### config.mk
export PLATFORM = sky130hd
export DESIGN_NAME = imem_loader
export DESIGN_NICKNAME = d
export VERILOG_FILES = /design/src/rtl/imem_pkg.sv /design/src/rtl/imem_loader.sv
export SDC_FILE = /design/constraint.sdc
export NUM_CORES = 1
export LEC_CHECK = 0
export CORE_UTILIZATION = 50
export DETAILED_ROUTE_END_ITERATION = 10
export PLACE_DENSITY_LB_ADDON = 0.05
export SYNTH_ARGS = -nofsm -noshare
export SYNTH_HDL_FRONTEND = slang
export SYNTH_SLANG_ARGS = --single-unit
### constraint.sdc
create_clock -name clk -period 5.75 [get_ports clk]
set_input_delay 0.8625 -clock clk [delete_from_list [all_inputs] [get_ports clk]]
set_output_delay 0.8625 -clock clk [all_outputs]
set_load 0.01 [all_outputs]
### src/rtl/imem_pkg.sv
`default_nettype none
// +----------------------------------------------------------------------+
// | imem_pkg : shared instruction-memory constants, loader states, and   |
// |            the big-endian byte select.           Rev 1.0             |
// +----------------------------------------------------------------------+
package imem_pkg;

  localparam int IMEM_BYTES  = 64;
  localparam int INSTR_BYTES = 4;

  typedef enum logic [2:0] {
    ST_IDLE   = 3'd0,
    ST_ACCEPT = 3'd1,
    ST_WR0    = 3'd2,
    ST_WR1    = 3'd3,
    ST_WR2    = 3'd4,
    ST_WR3    = 3'd5,
    ST_FIN    = 3'd6
  } loader_state_e;

  // Byte idx 0 is the most significant byte (lowest address).
  function automatic logic [7:0] be_byte(input logic [31:0] word, input logic [1:0] idx);
    return word[31 - 8*int'(idx) -: 8];
  endfunction

endpackage
`default_nettype wire

### src/rtl/imem_loader.sv
`default_nettype none
// +----------------------------------------------------------------------+
// | imem_loader : streams 32-bit words into byte-wide instruction memory,|
// |               big-endian, one byte per cycle.    Rev 1.0             |
// +----------------------------------------------------------------------+
module imem_loader #(
  parameter int IMEM_BYTES = imem_pkg::IMEM_BYTES,
  parameter int ADDR_W     = 64,
  parameter int CNT_W      = 5
) (
  input  logic              clk,
  input  logic              reset,
  input  logic              start,
  input  logic [ADDR_W-1:0] base_addr,
  input  logic              in_valid,
  output logic              in_ready,
  input  logic [31:0]       in_word,
  input  logic              in_last,
  output logic              wr_en,
  output logic [ADDR_W-1:0] wr_addr,
  output logic [7:0]        wr_data,
  output logic              busy,
  output logic              done,
  output logic              error,
  output logic [CNT_W-1:0]  word_count
);
  import imem_pkg::*;

  // One extra bit so an end address past the top can never wrap back into range.
  localparam logic [ADDR_W:0] c_word_off = (ADDR_W+1)'(INSTR_BYTES - 1);
  localparam logic [ADDR_W:0] c_mem_top  = (ADDR_W+1)'(IMEM_BYTES - 1);

  loader_state_e     state_q, state_d;
  logic [ADDR_W-1:0] addr_q, addr_d;
  logic [31:0]       word_q, word_d;
  logic              last_q, last_d;
  logic              error_q, error_d;
  logic [CNT_W-1:0]  cnt_q, cnt_d;
  logic              in_ready_q, in_ready_d;
  logic              wr_en_q, wr_en_d;
  logic [ADDR_W-1:0] wr_addr_q, wr_addr_d;
  logic [7:0]        wr_data_q, wr_data_d;
  logic              busy_q, busy_d;
  logic              done_q, done_d;

  logic [ADDR_W:0]   w_end_addr;
  logic [1:0]        w_byte_idx;

  assign w_end_addr = {1'b0, addr_q} + c_word_off;

  always_comb begin
    state_d = state_q;
    addr_d  = addr_q;
    word_d  = word_q;
    last_d  = last_q;
    error_d = error_q;
    cnt_d   = cnt_q;

    case (state_q)
      ST_IDLE: begin
        if (start) begin
          error_d = 1'b0;
          cnt_d   = '0;
          addr_d  = base_addr;
          if (base_addr[1:0] != 2'b00) begin
            error_d = 1'b1;
            state_d = ST_FIN;
          end else begin
            state_d = ST_ACCEPT;
          end
        end
      end
      ST_ACCEPT: begin
        if (in_valid && in_ready_q) begin
          word_d = in_word;
          last_d = in_last;
          if (w_end_addr > c_mem_top) begin
            error_d = 1'b1;
            state_d = ST_FIN;
          end else begin
            state_d = ST_WR0;
          end
        end
      end
      ST_WR0: state_d = ST_WR1;
      ST_WR1: state_d = ST_WR2;
      ST_WR2: state_d = ST_WR3;
      ST_WR3: begin
        addr_d  = addr_q + ADDR_W'(INSTR_BYTES);
        cnt_d   = cnt_q + CNT_W'(1);
        state_d = last_q ? ST_FIN : ST_ACCEPT;
      end
      ST_FIN:  state_d = ST_IDLE;
      default: state_d = ST_IDLE;
    endcase

    // Outputs are computed from the next state so they leave a flop.
    case (state_d)
      ST_WR1:  w_byte_idx = 2'd1;
      ST_WR2:  w_byte_idx = 2'd2;
      ST_WR3:  w_byte_idx = 2'd3;
      default: w_byte_idx = 2'd0;
    endcase

    wr_en_d    = (state_d == ST_WR0) || (state_d == ST_WR1) ||
                 (state_d == ST_WR2) || (state_d == ST_WR3);
    wr_addr_d  = wr_en_d ? (addr_d + ADDR_W'(w_byte_idx)) : '0;
    wr_data_d  = wr_en_d ? be_byte(word_d, w_byte_idx) : 8'h00;
    in_ready_d = (state_d == ST_ACCEPT);
    busy_d     = (state_d != ST_IDLE);
    done_d     = (state_d == ST_FIN);
  end

  always_ff @(posedge clk or posedge reset) begin
    if (reset) begin
      state_q    <= ST_IDLE;
      addr_q     <= '0;
      word_q     <= '0;
      last_q     <= 1'b0;
      error_q    <= 1'b0;
      cnt_q      <= '0;
      in_ready_q <= 1'b0;
      wr_en_q    <= 1'b0;
      wr_addr_q  <= '0;
      wr_data_q  <= '0;
      busy_q     <= 1'b0;
      done_q     <= 1'b0;
    end else begin
      state_q    <= state_d;
      addr_q     <= addr_d;
      word_q     <= word_d;
      last_q     <= last_d;
      error_q    <= error_d;
      cnt_q      <= cnt_d;
      in_ready_q <= in_ready_d;
      wr_en_q    <= wr_en_d;
      wr_addr_q  <= wr_addr_d;
      wr_data_q  <= wr_data_d;
      busy_q     <= busy_d;
      done_q     <= done_d;
    end
  end

  assign in_ready   = in_ready_q;
  assign wr_en      = wr_en_q;
  assign wr_addr    = wr_addr_q;
  assign wr_data    = wr_data_q;
  assign busy       = busy_q;
  assign done       = done_q;
  assign error      = error_q;
  assign word_count = cnt_q;

endmodule
`default_nettype wire

# [Word-level counts from Yosys, hierarchy flattened]
# Index checks and enable logic that the tools add are counted.
[word_totals] reg_bits=182 elab_cells=65
[op_classes] magnitude_cmp=1 n_reduce_logical=12 shift=1 n_addsub=5 n_eq_ne=14 n_mux=20
[op_table] op="two-way mux 64 bit" count=2
[op_table] op="case mux 64 bit (2 select lines)" count=1
[op_table] op="adder 64 x 2 -> 65 bit, second input constant" count=1
[op_table] op="greater-than comparator 65 x 6 -> 1 bit, second input constant" count=1
[op_table] op="adder 64 x 2 -> 64 bit" count=1
[op_table] op="adder 64 x 3 -> 64 bit, second input constant" count=1
[op_table] op="two-way mux 32 bit" count=2
[op_table] op="variable part select 39 x 6 -> 8 bit" count=1
[op_table] op="case mux 3 bit (6 select lines)" count=1
[op_table] op="== test 3 bit, second input constant" count=5
[op_table] op="two-way mux 3 bit" count=5
[op_table] op="== test 3 x 2 -> 1 bit, second input constant" count=4
[op_table] op="case mux 5 bit (2 select lines)" count=1
[op_table] op="two-way mux 8 bit" count=1
[op_table] op="== test 3 x 1 -> 1 bit, second input constant" count=2
[op_table] op="inequality test 2 bit, second input constant" count=3
[op_table] op="case mux 2 bit (3 select lines)" count=1
[op_table] op="nonzero test 2 bit" count=3
[op_table] op="subtractor 5 x 5 -> 6 bit, first input constant" count=1
[op_table] op="adder 5 x 1 -> 5 bit, second input constant" count=1
[op_table] op="two-way mux 5 bit" count=1
[op_table] op="two-way mux 1 bit" count=4
[op_table] op="AND reduction 2 bit" count=2
[op_table] op="AND reduction 4 bit" count=1
[op_table] op="other kinds (5)" count=7

# [Longest topological paths before layout]
# Gate-level depths: netlist of run 1.
[depth] depth_word=10 ltp_mapped=20

# [Least setup slack after synthesis of run 1]
# OpenSTA, ideal clock, no wires.
[synth_timing] path_type="in2reg" from="input start" to="register wr_addr_q[58] (netlist: wr_addr[58])" t_arrival_ns=5.119 setup_slack_ns=0.480 path_buffers=7 cell_stages=19 path_cell_list="nor4b_2 buf_2 buf_2 buf_4 buf_2 buf_2 buf_1 nand2_1 o21ai_0 ha_1 inv_1 fa_1 nor3_1 nand4_1 or3_1 buf_2 or4_4 nor4b_1 a211oi_1"
[synth_lines] element="from (decl)" line_no="imem_loader.sv:13" rtl="input logic start,"
[synth_lines] element="two-way mux 64 bit" line_no="imem_loader.sv:61" rtl="if (start) begin"
[synth_lines] element="case mux 64 bit (2 select lines)" line_no="imem_loader.sv:59" rtl="case (state_q)"
[synth_lines] element="via addr_d[0]" line_no="imem_loader.sv:34" rtl="logic [ADDR_W-1:0] addr_q, addr_d;"
[synth_lines] element="adder 64 x 2 -> 64 bit" line_no="imem_loader.sv:107" rtl="wr_addr_d = wr_en_d ? (addr_d + ADDR_W'(w_byte_idx)) : '0;"
[synth_lines] element="two-way mux 64 bit" line_no="imem_loader.sv:107"
[synth_lines] element="via wr_addr_d[58]" line_no="imem_loader.sv:41" rtl="logic [ADDR_W-1:0] wr_addr_q, wr_addr_d;"
[synth_lines] element="to (signal assigned)" line_no="imem_loader.sv:137" rtl="wr_addr_q <= wr_addr_d;"
[synth_lines] element="to (decl)" line_no="imem_loader.sv:41"
# The timed path passes the listed nets, and every way through them passes these cells.
# A chain may end at the register's enable or synchronous reset.

# [Worst setup path after layout of run 1]
[layout_timing] from="register addr_q[4]" to="register wr_addr_q[58] (netlist: wr_addr[58])"
[layout_lines] element="from (decl)" line_no="imem_loader.sv:34"
[layout_lines] element="from (signal assigned)" line_no="imem_loader.sv:130" rtl="addr_q <= addr_d;"
[layout_lines] element="adder 64 x 3 -> 64 bit" line_no="imem_loader.sv:89" rtl="addr_d = addr_q + ADDR_W'(INSTR_BYTES);"
[layout_lines] element="case mux 64 bit (2 select lines)" line_no="imem_loader.sv:59"
[layout_lines] element="via addr_d[35]" line_no="imem_loader.sv:34"
[layout_lines] element="adder 64 x 2 -> 64 bit" line_no="imem_loader.sv:107"
[layout_lines] element="two-way mux 64 bit" line_no="imem_loader.sv:107"
[layout_lines] element="via wr_addr_d[58]" line_no="imem_loader.sv:41"
# The timed path passes the listed nets, and every way through them passes these cells.

==> results of run 1 <==
-- worst max-delay path, delay by kind of cell (launching register included) --
family | cells | cell delay (ns)
buffers and inverters | 1 | 0.30
DFF | 1 | 0.62
AOI/OAI and AO/OA | 3 | 0.81
and+or+nand+nor | 6 | 2.83
-- placed cells by master (no fill, tap or decap), types with 6 or more instances in the layout --
| master | netlist | final |
|---|---|---|
| o31ai_1 | 6 | 6 |
| a21oi_1 | 79 | 79 |
| buf_4 | 12 | 59 |
| nor4b_1 | 7 | 7 |
| a22o_1 | 7 | 7 |
| and4_1 | 18 | 18 |
| clkdlybuf4s50_1 | 0 | 182 |
| inv_1 | 27 | 26 |
| clkbuf_16 | 0 | 17 |
| o311ai_0 | 10 | 10 |
| mux2_2 | 47 | 47 |
| a31oi_1 | 14 | 14 |
| and2_1 | 13 | 13 |
| or4_1 | 20 | 19 |
| nor4_1 | 46 | 46 |
| a22oi_1 | 19 | 19 |
| nand3_1 | 56 | 56 |
| nand2_1 | 127 | 127 |
| nor3b_1 | 6 | 6 |
| or3_1 | 17 | 17 |
| a211o_1 | 6 | 6 |
| dfrtp_1 | 182 | 182 |
| xor2_1 | 24 | 24 |
| a211oi_1 | 8 | 8 |
| or2_2 | 13 | 13 |
| xnor2_1 | 38 | 38 |
| nor2_1 | 63 | 61 |
| nand2b_1 | 8 | 8 |
| nor3_1 | 45 | 45 |
| and3_1 | 23 | 23 |
| a41oi_1 | 12 | 12 |
| mux2i_1 | 28 | 27 |
| o211ai_1 | 13 | 13 |
| nand4_1 | 73 | 73 |
| ha_1 | 6 | 6 |
| a211oi_2 | 17 | 17 |
| o21ai_0 | 35 | 35 |
-- worst min-delay path by stage --
stage / startpoint / slack [ns] / end / cells after the start
2_1_floorplan: word_q[11] / 0.47 / word_q[11] / 1
3_3_place_gp: word_q[8] / 0.48 / word_q[8] / 1
3_5_place_dp: word_q[16] / 0.49 / word_q[16] / 1
4_1_cts: word_q[16] / 0.51 / word_q[16] / 1
5_1_grt: word_q[12] / 0.51 / word_q[12] / 1
6_report: word_q[16] / 0.50 / word_q[16] / 1
-- cell families after synthesis --
kind of cell,share of synthesized area [%]
AO/OA/AOI/OAI,17.04
XOR/XNOR,4.458
adder cells (fa/ha/maj),0.7807
buffers and inverters,5.126
flip-flops,37.39
multiplexers,6.646
AND/OR/NAND/NOR,28.56
-- where the power goes --
group / leakage, nW / switching [mW] / internal (mW)
combinational: 3.14 / 2.05 / 1.59
clock: 0.304 / 0.659 / 0.609
sequential: 2.33 / 0.728 / 1.83
total: 5.77 / 3.44 / 4.03
-- per-stage QoR --
stage	power, mW	utilization, %
global placement	6.049	60.79
detailed placement	6.112	60.79
floorplan	4.730	-
global route	7.909	63.44
finish	7.468	63.44
CTS	7.401	63.44
-- layout make-up --
class                           count  area [um^2]
Fill cell                        2065         8660
Multi-Input combinational cell   1022         7029
Sequential cell                   182         4554
Timing Repair Buffer              243         2305
Clock buffer                       17        425.4
Tap cell                          319        399.1
Clock inverter                     15        201.4
Inverter                           28        108.9
-- layer usage --
layer,track usage (%),up-vias
li1,-,5415
met1,51.06,5857
met2,55.16,689
met3,10.40,97
met4,13.46,2
met5,0,-
-- sequential cells by signal, indices dropped and copies added (netlist names), 3 cells and up --
signal      flops
addr_q         64
wr_addr        64
word_q         32
wr_data         8
word_count      5
state_q         3
==> run metrics, run 1 <==
# diodes=0; RSZ-0062 raised after global routing=false; gr usage total=37.06%; Worst slew margin=23.59%; setup_tns=0 ns; met2 wire length=19,770 um; Primary FF master, synth=dfrtp_1; CTS resizes=0; Fin. Hold Viols=0; worst reg2reg path depth=10; synthesized area per cell=9.110 um^2; Synth cell types=90; crit path launch=addr_q[4]; post-synthesis sequential area ratio=37.39%; CTS tree=built; Post-synth top cells=dfrtp_1 (182), nand2_1 (127), a21oi_1 (79); initial antenna violation count=1; Finished Cell Area=15,020 um^2; R2R Setup Slk=1.02 ns; post-route insts no fill=1,826; largest net degree at the start of global routing=183; r2r startpoint=addr_q[4]; post-route ant nets=0; # clock sinks=182; # hold bufs at CTS=0; syn nets=1,445; IO Pins=183; Yosys Warn Count=0; final setup fails=0; drt pass-1 iters=7; pwr/cell area=497.1 nW/um^2; Worst path max stage delay=0.66 ns; critical-path cell list=nand3_1 > nor4_2 > buf_4 > and2_1 > a211o_1 > a21boi_1 > nand4_1 > or4_4 > nor4b_1 > a211oi_1; Max H-tree Level=4; Slew @ Worst Pin=1.146 ns; met3 wire length=4892 um; Post-CTS Repair Setup Buffers=0; initial DRC count=1,383; crit share post-route=82.19%; register bit total from synthesis=182; pre-CTS setup slack=0.7142 ns; Synth top area share=37.39%; Starting Density=51.43%; cell count after synthesis=1,337; dpl cells=1,794; CP max-delay cell=or4_4; CTS Buf Count=17; clk_skew=0.01641 ns; DR WL/cell=24.59 um; Worst EP required=6.05 ns; nets@finish=1,602; ys async rst share=100.0%; placed cell area=14,400 um^2; top fanout value on the critical path=11; number of global-route vias before repair=11,550; via count=12,060; post-synth top area cell=dfrtp_1; CTS root buffer=clkbuf_16; area grow syn2layout=23.34%; share of layout cells above drive strength 1=13.87%; Max Cap Viol=0; Clock Tree Buf Depth=2; Leak Pwr=5.772 nW; Crit. End Element=register; Highest Signal Layer=met5; FF-to-FF End=wr_addr[58]; full die area=24,990 um^2; row count=56; Buffers on Ports=182; worst hold path type=reg2reg; total grt overflow=0; worst skew pair latency=0.45 ns; peak supply drop=0.3780 mV; FMAX=211.6 MHz; number of enable flip-flop cells after synthesis=0; CTS clk-pin slew, worst paths=0.09 ns; first-pass GRT wire length=68,770 um; clock period minus worst slack=4.726 ns; max-slew violations=0; Via density=6.605; top-count cell post-synth=dfrtp_1; final worst slack=1.024 ns; main area contributors after synthesis=dfrtp_1 (37%), mux2_2 (4.3%), nand2_1 (3.9%); status=complete, no violations; DRC viols=0; hpwl dp=32,890 um; drt total wl=44,910 um; Crit Path Class=reg2reg; Critical Path End=wr_addr[58]; RD Place Congestion=1.038; Fin Hold WS=0.5026 ns; chip height=158.1 um; M1 WL=18,910 um; Post-Syn Area=12,180 um^2; critical path data arrival time=5.03 ns; chip width=158.1 um; Startpoint Class=register; placeable core area=23,680 um^2
Note: power is estimated with default switching activity, not from simulation.
==> run 2: changes to the inputs <==
Clock period 5.75 ns to 4.29 ns, I/O delays scaled along.
==> run 2 against run 1 <==
Against the previous run:
- design area is 11% higher
- register-to-register slack got worse by 0.93 ns
- critical path depth up 1
- clock power grew 36%
- largest power group unchanged
- fmax grew 13%
- global-route usage up 2.4 points
- clock skew rose by 0.0072 ns
- sequential power is 23% higher
- sequential share of layout area is 2.9 points lower
- worst setup slack lost 0.93 ns
- highest routed layer unchanged
- first-iteration DRC count rose by 1.0%
==> run metrics, run 2 (synthesized netlist as in run 1, its figures left out) <==
row count=56; pwr/cell area=663.5 nW/um^2; final worst slack=0.09122 ns; Max H-tree Level=4; clock period minus worst slack=4.199 ns; Crit path depth=11; Clock power frac=15.7%; number of global-route vias before repair=12,605; DR WL/cell=23.84 um; r2r startpoint=addr_q[26]; Crit Path Class=reg2reg; CP top delay family=simple AND/OR/NAND/NOR gates; Slew @ Worst Pin=0.8194 ns; Buffers on Ports=182; Startpoint Class=register; Buffers & Inverters on Critical Path=2; worst skew pair latency=0.46 ns; commonest non-fill, non-tap cell in the layout=buf_4; total grt overflow=0; status=complete, no violations; final core occ=70.14%; # clock sinks=182; R2R Setup Slk=0.09 ns; placeable core area=23,680 um^2; CTS clk-pin slew, worst paths=0.08 ns; IO Pins=183; switching share of power=44.26%; Clock Tree Buf Depth=2; worst hold path type=in2async; FILL cells=1,923; DRC viols=0; FMAX=238.2 MHz; nets@finish=1,799; commonest non-fill, non-tap cells in the layout=buf_4 (252), clkdlybuf4s50_1 (182), dfrtp_1 (180); Fin. Hold Viols=0; Post-CTS Repair Setup Buffers=0; Gate power share=55.8%; clk_skew=0.02362 ns; RD Place Congestion=1.037; # diodes=0; CTS tree=built; initial DRC count=1,397; max-slew violations=0; final setup fails=0; initial antenna violation count=1; Worst path max stage delay=0.69 ns; cell internal pwr=6.143 mW; Finished Cell Area=16,610 um^2; FF-to-FF End=wr_addr[24]; share of layout cells above drive strength 1=24.53%; Flop pwr share=28.6%; post-route insts no fill=2,023; via count=12,944; area grow syn2layout=36.38%; full die area=24,990 um^2; hpwl dp=37,320 um; Worst EP required=4.65 ns; Leak Pwr=6.775 nW; dpl cells=1,991; CP max-delay cell=or4_2; first-pass GRT wire length=73,620 um; largest net degree at the start of global routing=106; worst reg2reg path depth=11; top fanout value on the critical path=19; critical path data arrival time=4.56 ns; CTS Buf Count=17; Via density=6.398; chip height=158.1 um; CTS root buffer=clkbuf_16; crit share post-route=97.87%; Starting Density=51.43%; drt total wl=48,230 um; drt pass-1 iters=6; post-route ant nets=0; critical-path cell list=nand4_1 > nor2_1 > nand4_1 > or4_1 > o31ai_1 > nand4_1 > or4_1 > or4_2 > buf_4 > buf_4 > a21oi_1; placed cell area=15,940 um^2; pre-CTS setup slack=-0.2405 ns; RSZ-0062 raised after global routing=false; gr usage total=39.43%; peak supply drop=0.8664 mV; Crit. End Element=register; chip width=158.1 um; Worst slew margin=44.21%; Worst path most repeated cell=nand4_1; switching power=4.878 mW; Max Cap Viol=0
run 2: cell count changes in the layout (fill, tap and decap cells not counted), sizes merged:
cell / before / now
clkinv: 4 / 5
bufinv: 0 / 1
inv: 38 / 36
buf: 61 / 258
run 2: worst register-to-register path, delay by kind of cell, from the launching register on:
family	cells	cell delay, ns
AO/OA/AOI/OAI	2	0.26
flip-flops	1	0.53
buffers and inverters	2	0.45
AND/OR/NAND/NOR	7	2.87
run 2: area by class of cell:
type                            instances  area [um^2]  share of cell area (%)
Timing Repair Buffer                  440         3825                   23.02
Clock inverter                         15        197.7                   1.190
Inverter                               28        108.9                  0.6553
Sequential cell                       182         4557                   27.43
Multi-Input combinational cell       1022         7099                   42.74
Clock buffer                           17        425.4                   2.561
Tap cell                              319        399.1                   2.403
run 2: through the flow:
| step | setup TNS (ns) | hold WS, ns | power (mW) |
|---|---|---|---|
| 4_1_cts | 0 | 0.4907 | 10.88 |
| 3_5_place_dp | -0.4016 | 0.4849 | 9.116 |
| 2_1_floorplan | -0.06062 | 0.4717 | 6.382 |
| 5_1_grt | 0 | 0.4977 | 11.59 |
| 6_report | 0 | 0.4891 | 11.02 |
| 3_3_place_gp | -0.09263 | 0.4814 | 8.982 |
run 2: per-layer routing:
metal | global-route usage, % | up-vias | part of all wire, %
met1 | 55.09 | 6255 | 42
met2 | 58.90 | 762 | 43
met5 | 0 | - | 0.027
met4 | 15.02 | 2 | 3.5
li1 | - | 5799 | -
met3 | 9.171 | 126 | 11
run 2: how the worst max path moves through the flow:
stage                from           to  slack [ns]
6_report       addr_q[26]  wr_addr[24]        0.09
5_1_grt         addr_q[8]  wr_addr[55]     0.00004
4_1_cts         addr_q[8]  wr_addr[55]        0.05
3_5_place_dp        start  wr_addr[55]       -0.24
3_3_place_gp        start  wr_addr[55]       -0.09
2_1_floorplan       start  wr_addr[58]       -0.04
run 2: power by group through the flow:
stage | clock, mW | combinational (mW) | sequential [mW]
floorplan | 0 | 3.43 | 2.95
global placement | 0 | 5.86 | 3.12
detailed placement | 0 | 5.98 | 3.14
CTS | 1.74 | 6.03 | 3.12
global route | 1.80 | 6.57 | 3.23
finish | 1.73 | 6.14 | 3.15
run 2: repair_timing:
| item | CTS | global route |
|---|---|---|
| resized for setup | 0 | 10 |
| hold endpoints to repair | 0 | 0 |
| endpoints found under the setup margin | 0 | 44 |
| hold buffers | 0 | 0 |
==> run 3: changes to the inputs <==
Settings changed: ABC_CLOCK_PERIOD_IN_PS set to 4290.
==> results of run 3 <==
Final layout, timing and power as in run 2 (identical DEF).
